==> src/rtl/decode_pkg.sv <==
// Shared widths, named opcodes and helpers for the UAZ instruction decode stage.
package decode_pkg;

    localparam int OP_W_DEF  = 3;
    localparam int REG_W_DEF = 3;

    localparam logic [2:0] OPC_NOP = 3'd0;
    localparam logic [2:0] OPC_MOV = 3'd1;
    localparam logic [2:0] OPC_ADD = 3'd2;
    localparam logic [2:0] OPC_SUB = 3'd3;
    localparam logic [2:0] OPC_AND = 3'd4;
    localparam logic [2:0] OPC_OR  = 3'd5;
    localparam logic [2:0] OPC_LD  = 3'd6;
    localparam logic [2:0] OPC_ST  = 3'd7;

    function automatic int instr_w(input int op_w, input int reg_w);
        return op_w + 2 * reg_w;
    endfunction

    // One bit of a one-hot vector: set when the opcode value selects position k.
    function automatic logic onehot_bit(input int op, input int k);
        return op == k;
    endfunction

endpackage

==> src/rtl/pipe_skid_reg.sv <==
// Generic valid/ready register with a one-entry skid (two entries total) and flush.
module pipe_skid_reg #(
    parameter int DATA_W = 9
) (
    input  logic              clk,
    input  logic              rst,
    input  logic              flush,
    input  logic [DATA_W-1:0] in_data,
    input  logic              in_valid,
    output logic              in_ready,
    output logic              out_valid,
    input  logic              out_ready,
    output logic [DATA_W-1:0] out_data
);

    logic              out_valid_q, out_valid_d;
    logic [DATA_W-1:0] out_data_q, out_data_d;
    logic              skid_valid_q, skid_valid_d;
    logic [DATA_W-1:0] skid_data_q, skid_data_d;
    logic              out_free;
    logic              accept;

    // in_ready depends only on state (and reset), never on out_ready.
    assign in_ready  = !skid_valid_q && !rst;
    assign accept    = in_valid && in_ready;
    assign out_free  = !out_valid_q || out_ready;
    assign out_valid = out_valid_q;
    assign out_data  = out_data_q;

    always_comb begin
        out_valid_d  = out_valid_q;
        out_data_d   = out_data_q;
        skid_valid_d = skid_valid_q;
        skid_data_d  = skid_data_q;
        if (flush) begin
            out_valid_d  = 1'b0;
            out_data_d   = '0;
            skid_valid_d = 1'b0;
            skid_data_d  = '0;
        end else if (out_free) begin
            if (skid_valid_q) begin
                out_valid_d  = 1'b1;
                out_data_d   = skid_data_q;
                skid_valid_d = 1'b0;
            end else if (accept) begin
                out_valid_d = 1'b1;
                out_data_d  = in_data;
            end else begin
                out_valid_d = 1'b0;
                out_data_d  = '0;
            end
        end else if (accept) begin
            skid_valid_d = 1'b1;
            skid_data_d  = in_data;
        end
    end

    always_ff @(posedge clk) begin
        if (rst) begin
            out_valid_q  <= 1'b0;
            out_data_q   <= '0;
            skid_valid_q <= 1'b0;
            skid_data_q  <= '0;
        end else begin
            out_valid_q  <= out_valid_d;
            out_data_q   <= out_data_d;
            skid_valid_q <= skid_valid_d;
            skid_data_q  <= skid_data_d;
        end
    end

endmodule

==> src/rtl/instr_decode_stage.sv <==
// Registered UAZ decode stage: skid-buffered handshake, field split, one-hot opcode, emit counter.
// Define DECODE_HAZARD_EN to add out_hazard (RX/RY match against last emitted RX).
module instr_decode_stage import decode_pkg::*; #(
    parameter  int OP_W    = OP_W_DEF,
    parameter  int REG_W   = REG_W_DEF,
    parameter  int CNT_W   = 16,
    localparam int INSTR_W = instr_w(OP_W, REG_W)
) (
    input  logic                 clk,
    input  logic                 rst,
    input  logic                 flush,
    input  logic [INSTR_W-1:0]   in_instr,
    input  logic                 in_valid,
    output logic                 in_ready,
    output logic                 out_valid,
    input  logic                 out_ready,
    output logic [OP_W-1:0]      out_op,
    output logic [REG_W-1:0]     out_rx,
    output logic [REG_W-1:0]     out_ry,
    output logic [2**OP_W-1:0]   out_op_onehot,
    output logic [CNT_W-1:0]     out_count
`ifdef DECODE_HAZARD_EN
   ,output logic                 out_hazard
`endif
);

    localparam int NOH = 2**OP_W;

    logic [INSTR_W-1:0] word;
    logic               emit;
    logic [CNT_W-1:0]   out_count_q, out_count_d;

    pipe_skid_reg #(.DATA_W(INSTR_W)) u_skid (
        .clk       (clk),
        .rst       (rst),
        .flush     (flush),
        .in_data   (in_instr),
        .in_valid  (in_valid),
        .in_ready  (in_ready),
        .out_valid (out_valid),
        .out_ready (out_ready),
        .out_data  (word)
    );

    assign emit   = out_valid && out_ready;
    assign out_op = word[INSTR_W-1 -: OP_W];
    assign out_rx = word[2*REG_W-1 -: REG_W];
    assign out_ry = word[REG_W-1:0];

    always_comb begin
        out_op_onehot = '0;
        for (int k = 0; k < NOH; k++) begin
            out_op_onehot[k] = out_valid && onehot_bit(int'(out_op), k);
        end
    end

    // Counter survives flush; an emit in a flush cycle still counts.
    always_comb begin
        out_count_d = out_count_q;
        if (emit) out_count_d = out_count_q + CNT_W'(1);
    end

    always_ff @(posedge clk) begin
        if (rst) out_count_q <= '0;
        else     out_count_q <= out_count_d;
    end

    assign out_count = out_count_q;

`ifdef DECODE_HAZARD_EN
    logic [REG_W-1:0] last_rx_q, last_rx_d;
    logic             last_vld_q, last_vld_d;

    always_comb begin
        last_rx_d  = last_rx_q;
        last_vld_d = last_vld_q;
        if (flush) begin
            last_rx_d  = '0;
            last_vld_d = 1'b0;
        end else if (emit) begin
            last_rx_d  = out_rx;
            last_vld_d = 1'b1;
        end
    end

    always_ff @(posedge clk) begin
        if (rst) begin
            last_rx_q  <= '0;
            last_vld_q <= 1'b0;
        end else begin
            last_rx_q  <= last_rx_d;
            last_vld_q <= last_vld_d;
        end
    end

    // Tracker and output word change on the same edge, so this equals a value registered at load.
    assign out_hazard = out_valid && last_vld_q &&
                        ((out_rx == last_rx_q) || (out_ry == last_rx_q));
`endif

endmodule

==> config.mk <==
export PLATFORM = sky130hd
export DESIGN_NAME = instr_decode_stage
export DESIGN_NICKNAME = d
export VERILOG_FILES = /design/src/rtl/decode_pkg.sv /design/src/rtl/pipe_skid_reg.sv /design/src/rtl/instr_decode_stage.sv
export SDC_FILE = /design/constraint.sdc
export NUM_CORES = 1
export LEC_CHECK = 0
export BUFFER_PORTS_ARGS = -buffer_cell sky130_fd_sc_hd__buf_2
export CAP_MARGIN = 25
export CORE_ASPECT_RATIO = 1.25
export CORE_MARGIN = 2
export CORE_UTILIZATION = 30
export CTS_BUF_LIST = sky130_fd_sc_hd__clkbuf_4 sky130_fd_sc_hd__clkbuf_8
export DETAILED_ROUTE_END_ITERATION = 8
export PLACE_DENSITY = 0.59
export SLEW_MARGIN = 0
export SYNTH_ARGS = -nofsm -noshare
export SYNTH_HDL_FRONTEND = slang
export SYNTH_HIERARCHICAL = 1
export SYNTH_SLANG_ARGS = --single-unit
export TNS_END_PERCENT = 100
==> constraint.sdc <==
create_clock -name clk -period 1.3 [get_ports clk]
set_input_delay 0 -clock clk [delete_from_list [all_inputs] [get_ports clk]]
set_output_delay 0 -clock clk [all_outputs]
set_load 0.02 [all_outputs]
==> results_dict.tcl, run 1 <==
set metrics [dict create \
    outcome "complete, but fails checks" \
    violations "setup timing" \
    power.clock.fraction_pct 43.1 \
    clkLatencyLatePin_ns 0.29 \
    initial_utilization_pct 31.2 \
    p_comb_share_pct 8.5 \
    vias 1649 \
    worstRegToRegCells 4 \
    rsz0062_at_grt "yes" \
    worstMarginPinSlew_ns 0.378 \
    drive_above_1_share_pct 42.8 \
    die_w_um 69.0 \
    firstDrtPassIters 4 \
    fin_hold_ws_ns 0.0260 \
    rr_startpoint "out_count[9]" \
    root_buffer "clkbuf_8" \
    wire_per_inst_um 12.7 \
    seq_area_frac_synth_pct 45.5 \
    irDropWorstVdd_mv 0.913 \
    p_sw_share_pct 23.4 \
    gp_congestion 0.731 \
    worstPathRequired_ns 1.53 \
    p_seq_share_pct 48.4 \
    nNetsFinal 285 \
    grt_usage_pct 15.8 \
    startpoint "out_count[9]" \
    drc_errors 0 \
    synth_area_leaders "dfxtp_1, nor2_1, a221oi_1" \
    r2r_slack_ns -0.09 \
    grt_pass1_vias 1601 \
    p_int_mw 1.76 \
    clkTransAtPathRegs_ns 0.07 \
    areaGrowthSynthToFinish_pct 53.1 \
    h-tree-depth 2 \
    r2r_end "out_count[14]" \
    finalWirelength_mm 4.22 \
    netlist_instances 186 \
    cts_made_buffers 5 \
    hold_viol 0 \
    path_max_fanout 6 \
    avgViaCountPerCell 4.95 \
    hpwl_mm 2.98 \
    post-route-period-util_pct 107 \
    port_buffers 48 \
    syn-num-nets 201 \
    ys_warn_count 6 \
    arrival_ns 1.62 \
    leakage_nw 1.01 \
    fin_ws_ns -0.0908 \
    fp.coreArea_sq_mm 0.00508 \
    crit_path_end_kind "flip-flop" \
    yosysTopAreaCellShare_pct 45.5 \
    fin_util_pct 47.7 \
    min_period_ns 1.39 \
    num_rows 29 \
    grt_antenna_before_repair 0 \
    slew_violations 0 \
    crit_type "reg2reg" \
    overflow 0 \
    pwr_density_cell_mw_per_mm2 946 \
    ys_seq_elements 36 \
    cts_tree "yes" \
    io_pins 49 \
    syn_avg_cell_area_sq_um 8.51 \
    slew_headroom_pct 74.5 \
    drtAntennaViolNets 0 \
    yosysTopAreaCell "dfxtp_1" \
    switchingPower_uw 535 \
    dieArea_sq_mm 0.00588 \
    drv_cap 0 \
    hold_path.class "in2reg" \
    syn_area_sq_mm 0.00158 \
    final.setup_skew_ns 0.00785 \
    startpoint_type "flip-flop" \
    fmax_mhz 719 \
    clockBufferDepth 2 \
    drtIter0Drc 80 \
    grt_pass1_wl_mm 7.10 \
    synth_cell_types 32 \
    grt_max_degree 21 \
    hold_depth 3 \
    die_h_um 85.2 \
    setup_viol 2 \
    min_to "u_skid/skid_valid_q" \
    hold_start "in_valid" \
    clock-sinks 36 \
    fin_setup_tns_ns -0.150 \
    diodes 0 \
]
-- synthesized netlist by cell type --
| master | count |
|---|---|
| nor2b_1 | 1 |
| nand2b_1 | 4 |
| or4b_1 | 1 |
| and3_2 | 1 |
| buf_6 | 1 |
| and4_1 | 2 |
| nor3b_4 | 1 |
| buf_2 | 4 |
| nor3_1 | 5 |
| o31ai_1 | 1 |
| dfxtp_1 | 36 |
| nand4_1 | 4 |
| or2_2 | 1 |
| a21oi_1 | 15 |
| xor2_1 | 7 |
| nor2_1 | 30 |
| or3b_1 | 1 |
| clkbuf_1 | 6 |
| o21ai_1 | 9 |
| o41ai_1 | 1 |
| nor4_1 | 1 |
| o21ai_0 | 11 |
| nand4_4 | 1 |
| or3_1 | 2 |
| inv_1 | 1 |
| nand3_1 | 14 |
| or4_1 | 1 |
| a221oi_1 | 9 |
| and4_4 | 1 |
| ha_1 | 1 |
| xnor2_1 | 4 |
| nand2_1 | 9 |
-- logic make-up (layout without fill, tap and decap cells) --
logic type	after synthesis	count (layout)	share of synthesized area [%]
flops	36	36	45.5
buf+inv	12	97	3.64
fa+ha+maj	1	1	0.790
xor+xnor	11	11	6.09
simple gates	80	80	26.9
compound gates	46	46	17.1
-- sequential cells by signal, indices dropped and copies added, names as in the netlist --
register / flops
u_skid/skid_valid_q: 1
u_skid/out_data: 9
u_skid/skid_data_q: 9
out_count: 16
u_skid/out_valid: 1
-- power groups by stage --
stage / Combinational (mW) / Clock, mW / Sequential, mW
CTS: 0.192 / 1.02 / 1.11
finish: 0.195 / 0.988 / 1.11
floorplan: 0.0787 / 0 / 1.15
global route: 0.213 / 1.06 / 1.11
detailed placement: 0.171 / 0 / 1.14
global placement: 0.171 / 0 / 1.14
-- area by class of cell --
cell class	count	area, sq um
clock buffers	5	68.8
clock inverters	3	41.3
fillers	505	2660
inverters	1	3.75
multi-input cells	138	880
flip-flops and latches	36	754
well taps	62	77.6
repair buffers	88	598
-- timing repair --
| action | 4_1_cts | 5_1_grt |
|---|---|---|
| gates resized for setup | 7 | 9 |
| hold endpoints to repair | 15 | 0 |
| setup buffers | 0 | 3 |
| endpoints found under the setup margin | 6 | 13 |
| hold buffers | 9 | 0 |
| pin swaps | 6 | 8 |
-- per-layer routing --
metal	track usage, %	vias to the layer above	routed length, um
li1	-	832	-
met1	20.1	764	1890
met2	25.5	47	2050
met3	4.11	6	215
met4	5.35	0	68
met5	0	-	0
-- how the worst max path moves through the flow --
| stage | end | cells after the start |
|---|---|---|
| finish | out_count[14] | 4 |
| global route | out_count[14] | 4 |
| floorplan | out_count[15] | 4 |
| detailed placement | out_count[15] | 4 |
| global placement | out_count[15] | 4 |
| CTS | out_count[14] | 4 |
-- through the flow --
stage	power (mW)	setup WS (ns)	instance area, sq um	instances
global route	2.39	-0.159	2420	333
floorplan	1.23	-0.113	1640	186
CTS	2.33	-0.0770	2360	330
detailed placement	1.31	-0.0735	2130	313
finish	2.29	-0.0908	2420	333
global placement	1.31	-0.0695	2130	313
-- cells in the final DEF (no fill, tap or decap), types with 5 or more instances in the layout --
master / netlist / routed
dfxtp_1: 36 / 25
o21ai_1: 9 / 9
buf_2: 4 / 47
o21ai_0: 11 / 11
clkbuf_8: 0 / 5
buf_4: 0 / 28
xor2_1: 7 / 7
a221oi_1: 9 / 9
nand3_1: 14 / 12
a21oi_1: 15 / 14
nand2_1: 9 / 9
dlygate4sd3_1: 0 / 9
dfxtp_4: 0 / 8
nor2_1: 30 / 29
-- critical path, cell delays in order, from the launching register on --
cell,delay (ns)
dfxtp_4,0.34
and4_4,0.24
nand4_4,0.13
or4b_4,0.50
a21oi_2,0.12
(Power assumes the default switching activity.)
==> run 2: changes to the inputs <==
CORE_UTILIZATION = 40   (was 30)
PLACE_DENSITY = 0.73   (was 0.59)
==> run 2 against run 1 <==
Against the previous run: the flow still finishes with violations (setup timing); sequential share of layout area fell by 1.6 points; wire length rose by 4.9%; final area rose by 5.3%; global-route usage increased by 5.2 points; non-clock buffer count up 4; total power up 1.4%; critical endpoint unchanged; largest power group unchanged.
==> results_dict.tcl, run 2 (synthesis results as in run 1) <==
set metrics [dict create \
    cts_made_buffers 5 \
    violations "setup timing" \
    fin_setup_tns_ns -0.217 \
    leakage_nw 1.08 \
    areaGrowthSynthToFinish_pct 61.2 \
    root_buffer "clkbuf_8" \
    die_h_um 74.3 \
    hold_path.class "in2reg" \
    fin_util_pct 67.4 \
    r2r_end "out_count[14]" \
    final_cell_count_no_fill 329 \
    diodes 0 \
    wire_per_inst_um 13.5 \
    worstRegToRegCells 4 \
    worstPathCellList "and4_4 > nand4_4 > or4b_4 > a21oi_2" \
    clkLatencyLatePin_ns 0.30 \
    grt_pass1_wl_mm 7.04 \
    largest_reg_flops 16 \
    drtIter0Drc 74 \
    final_cell_mix "buf_2, nor2_1, buf_4" \
    fin_area_sq_mm 0.00255 \
    drc_errors 0 \
    h-tree-depth 2 \
    port_buffers 48 \
    grt_antenna_before_repair 0 \
    cpMaxStageDelayCell "or4b_4" \
    clockBufferDepth 2 \
    startpoint_type "flip-flop" \
    startpoint "out_count[9]" \
    nNetsFinal 289 \
    die_w_um 60.3 \
    final.setup_skew_ns 0.00816 \
    dieArea_sq_mm 0.00448 \
    slew_headroom_pct 79.2 \
    crit_path_end_kind "flip-flop" \
    endpoint "out_count[14]" \
    firstDrtPassIters 4 \
    hpwl_mm 2.94 \
    worstPathRequired_ns 1.54 \
    avgViaCountPerCell 5.21 \
    post-place-ws_ns -0.0905 \
    overflow 0 \
    setup_viol 3 \
    post-route-period-util_pct 107 \
    grt_pass1_vias 1611 \
    vias 1713 \
    rr_startpoint "out_count[9]" \
    cp_top_family "simple AND/OR/NAND/NOR gates" \
    drtAntennaViolNets 0 \
    clkTransAtPathRegs_ns 0.08 \
    finalPower_mw 2.32 \
    fin_hold_ws_ns 0.0237 \
    initial_utilization_pct 41.8 \
    clock-sinks 36 \
    cts_tree "yes" \
    drive_above_1_share_pct 48.0 \
    path_depth 4 \
    layout_commonest_cell "buf_2" \
    finalWirelength_mm 4.43 \
    dpl_cell_area_sq_mm 0.00214 \
    drv_cap 0 \
    grt_usage_pct 21.0 \
    r2r_slack_ns -0.1 \
    gp_congestion 0.897 \
    slew_violations 0 \
    grt_max_degree 21 \
    min_period_ns 1.40 \
    io_pins 49 \
    rsz0062_at_grt "yes" \
    placedCellCount 307 \
    pwr_density_cell_mw_per_mm2 911 \
    irDropWorstVdd_mv 1.03 \
    outcome "complete, but fails checks" \
    max_stage_delay_ns 0.51 \
    worstMarginPinSlew_ns 0.308 \
    fin_ws_ns -0.0968 \
    path_buf_inv 0 \
    hold_viol 0 \
    num_rows 25 \
    arrival_ns 1.64 \
    fmax_mhz 716 \
    path_max_fanout 6 \
    crit_type "reg2reg" \
    fp.coreArea_sq_mm 0.00378 \
]
-- run 2: area by class of cell --
type                       instances  area (sq um)
clock buffer                       5          68.8
clock inverter                     3          41.3
fill                             306          1230
inverter                           1          3.75
multi-input combinational        138           977
sequential                        36           754
tap                               54          67.6
timing repair buffer              92           638
-- run 2: worst min-delay path by stage --
stage / slack (ns) / cells after the start / endpoint / startpoint
floorplan: 0.07 / 1 / in_ready / rst
global placement: 0.27 / 3 / u_skid/skid_data_q[5] / in_instr[5]
detailed placement: 0.27 / 3 / u_skid/skid_data_q[0] / in_instr[0]
CTS: 0.02 / 3 / out_count[1] / out_ready
global route: 0.04 / 3 / out_count[1] / out_ready
finish: 0.02 / 3 / out_count[1] / out_ready
-- run 2: layer usage --
layer / global-route usage, % / vias to the layer above / part of all wire [%]
li1: - / 842 / -
met1: 24.6 / 806 / 42
met2: 34.4 / 55 / 50
met3: 5.91 / 10 / 5.5
met4: 11.4 / 0 / 2.4
met5: 0 / - / 0
-- run 2: report_power, final --
group / internal (mW) / switching (mW) / leakage (nW)
clock network: 0.569 / 0.431 / 0.0585
logic: 0.0997 / 0.116 / 0.727
registers: 1.10 / 0.0105 / 0.299
-- run 2: worst reg2reg max path, stage by stage (launching register included) --
cell and delay [ns]:
dfxtp_4 0.34, and4_4 0.24, nand4_4 0.13, or4b_4 0.51, a21oi_2 0.12
-- run 2: what timing repair did --
action	CTS	global route
buffers inserted	0	3
resized for setup	8	28
hold buffers	10	0
pin swaps	4	6
endpoints found under the hold margin	19	0
endpoints found under the setup margin	5	27
cloned	0	1
==> run 3: changes to the inputs <==
--- a/config.mk
+++ b/config.mk
@@ -14,4 +14,5 @@
 export DETAILED_ROUTE_END_ITERATION = 8
 export PLACE_DENSITY = 0.73
+export SETUP_SLACK_MARGIN = 0.02
 export SLEW_MARGIN = 0
 export SYNTH_ARGS = -nofsm -noshare
==> constraint.sdc (replaced) <==
create_clock -name clk -period 1.3 [get_ports clk]
set_input_delay 0.26 -clock clk [delete_from_list [all_inputs] [get_ports clk]]
set_output_delay 0.26 -clock clk [all_outputs]
set_load 0.02 [all_outputs]
==> run 3 against run 2 <==
Against the previous run: the run still ends with setup timing left; hold slack better by 0.20 ns; clock power is 17% lower; die area stayed put; critical endpoint is now out_op_onehot[0]; sequential share of layout area is 2.0 points lower; utilization is 5.7 points higher; setup slack worse by 0.0016 ns; clock skew is 0.00097 ns lower; largest power group unchanged; non-clock buffer count is 6 higher; critical path type is now reg2out; total power is 6.2% lower.
==> results_dict.tcl, run 3 (synthesis results as in run 1) <==
set metrics [dict create \
    outcome "complete, but fails checks" \
    violations "setup timing" \
    leakage_nw 1.16 \
    fmax_mhz 715 \
    clockBufferDepth 2 \
    drtAntennaViolNets 0 \
    fin_ws_ns -0.0983 \
    die_h_um 74.3 \
    drv_cap 0 \
    fin_util_pct 73.1 \
    arrival_ns 1.14 \
    r2r_end "out_count[12]" \
    grt_max_degree 21 \
    p_int_mw 1.59 \
    finalWirelength_mm 4.97 \
    min_period_ns 1.40 \
    gp_congestion 0.828 \
    initial_utilization_pct 41.8 \
    root_buffer "clkbuf_8" \
    hold_start "in_instr[4]" \
    h-tree-depth 2 \
    startpoint_type "flip-flop" \
    hpwl_mm 3.04 \
    grt_pass1_vias 1575 \
    largest_reg_flops 16 \
    rr_startpoint "out_count[9]" \
    path_buf_inv 2 \
    slew_headroom_pct 78.7 \
    worstPathRequired_ns 1.04 \
    met2_usage_pct 34.8 \
    cp_top_family "flip-flops" \
    power.clock.fraction_pct 38.1 \
    layout_commonest_cell "buf_2" \
    avgViaCountPerCell 5.34 \
    drc_errors 0 \
    clock-sinks 36 \
    drive_above_1_share_pct 58.7 \
    cts_made_buffers 5 \
    final.setup_skew_ns 0.00719 \
    final_cell_mix "buf_2, buf_4, buf_6" \
    switchingPower_uw 591 \
    dieArea_sq_mm 0.00448 \
    fp.coreArea_sq_mm 0.00378 \
    clkLatencyLatePin_ns 0.30 \
    max_stage_delay_ns 0.36 \
    nNetsFinal 295 \
    firstDrtPassIters 4 \
    startpoint "u_skid/out_valid" \
    hold_viol 0 \
    die_w_um 60.3 \
    drtIter0Drc 64 \
    pwr_density_cell_mw_per_mm2 788 \
    port_buffers 48 \
    worstRegToRegCells 6 \
    use_met1_pct 25.0 \
    clkTransAtPathRegs_ns 0.09 \
    worstMarginPinSlew_ns 0.315 \
    io_pins 49 \
    finalPower_mw 2.18 \
    rsz0062_at_grt "yes" \
    cts_hold_buf 0 \
    areaGrowthSynthToFinish_pct 74.8 \
    overflow 0 \
    path_max_fanout 4 \
    grt_antenna_before_repair 0 \
    wire_per_inst_um 14.8 \
    cpMaxStageDelayCell "dfxtp_4" \
    slew_violations 0 \
    hold_depth 3 \
    crit_type "reg2out" \
    p_seq_share_pct 50.9 \
    num_rows 25 \
    grt_usage_pct 20.9 \
    post-route-period-util_pct 108 \
    cts_tree "yes" \
    fin_setup_tns_ns -0.990 \
    grt_pass1_wl_mm 7.04 \
    fin_hold_ws_ns 0.225 \
    p_sw_share_pct 27.1 \
    vias 1788 \
    crit_path_end_kind "primary output" \
    min_to "u_skid/out_data[4]" \
    p_comb_share_pct 11.1 \
    final_cell_count_no_fill 335 \
    setup_viol 14 \
    path_common_cell "buf_6" \
    diodes 0 \
    irDropWorstVdd_mv 0.577 \
    worstPathCellList "buf_6 > nand2b_4 > nor3_4 > buf_6" \
    r2r_slack_ns -0.09 \
    grt.busiest_layer "met2" \
    placedCellCount 315 \
    gr-usage-met3_pct 5.57 \
    hold_path.class "in2reg" \
]
[run 3: cell count changes in the layout (fill, tap and decap cells not counted), sizes merged]
cell / before / now
dlygate4sd3: 10 / 0
bufinv: 1 / 0
inv: 2 / 3
buf: 82 / 98
[run 3: power by group through the flow]
stage	clock network (mW)	logic (mW)	registers [mW]
after global placement	0	0.176	1.14
after global routing	0.890	0.259	1.11
after CTS	0.838	0.209	1.11
after floorplan	0	0.0793	1.15
after detailed placement	0	0.177	1.14
final	0.830	0.241	1.11
[run 3: through the flow]
step | setup slack, ns | cell area, sq um
2_1_floorplan | -0.112 | 1650
5_1_grt | -0.160 | 2770
3_3_place_gp | -0.0578 | 2210
3_5_place_dp | -0.0872 | 2210
6_report | -0.0983 | 2770
4_1_cts | -0.112 | 2530
[run 3: area by class of cell]
type | instances | area, sq um
timing repair buffer | 98 | 781
fill | 273 | 1020
sequential | 36 | 763
tap | 54 | 67.6
inverter | 1 | 3.75
clock buffer | 5 | 68.8
clock inverter | 3 | 21.3
multi-input combinational | 138 | 1060
[run 3: metal layers]
layer | up-vias | wire [um]
li1 | 857 | -
met1 | 855 | 1890
met2 | 65 | 2670
met3 | 11 | 311
met4 | 0 | 91
met5 | - | 0
[run 3: worst max path at each step]
stage / end / slack, ns / cells past startpoint
CTS: out_op_onehot[4] / -0.11 / 4
detailed placement: out_count[15] / -0.09 / 4
global route: out_count[14] / -0.16 / 5
floorplan: out_count[15] / -0.11 / 4
global placement: out_count[15] / -0.06 / 4
finish: out_op_onehot[0] / -0.1 / 4
[run 3: timing repair]
item | CTS | global route
hold endpoints to repair | 0 | 0
setup endpoints to repair | 19 | 40
pin swaps | 8 | 15
buffers inserted | 4 | 7
cloned | 0 | 2
resized for setup | 53 | 42
[run 3: worst min-delay path, stage by stage]
cell	delay (ns)
buf_2	0.10
a221oi_2	0.05
nor2_1	0.08
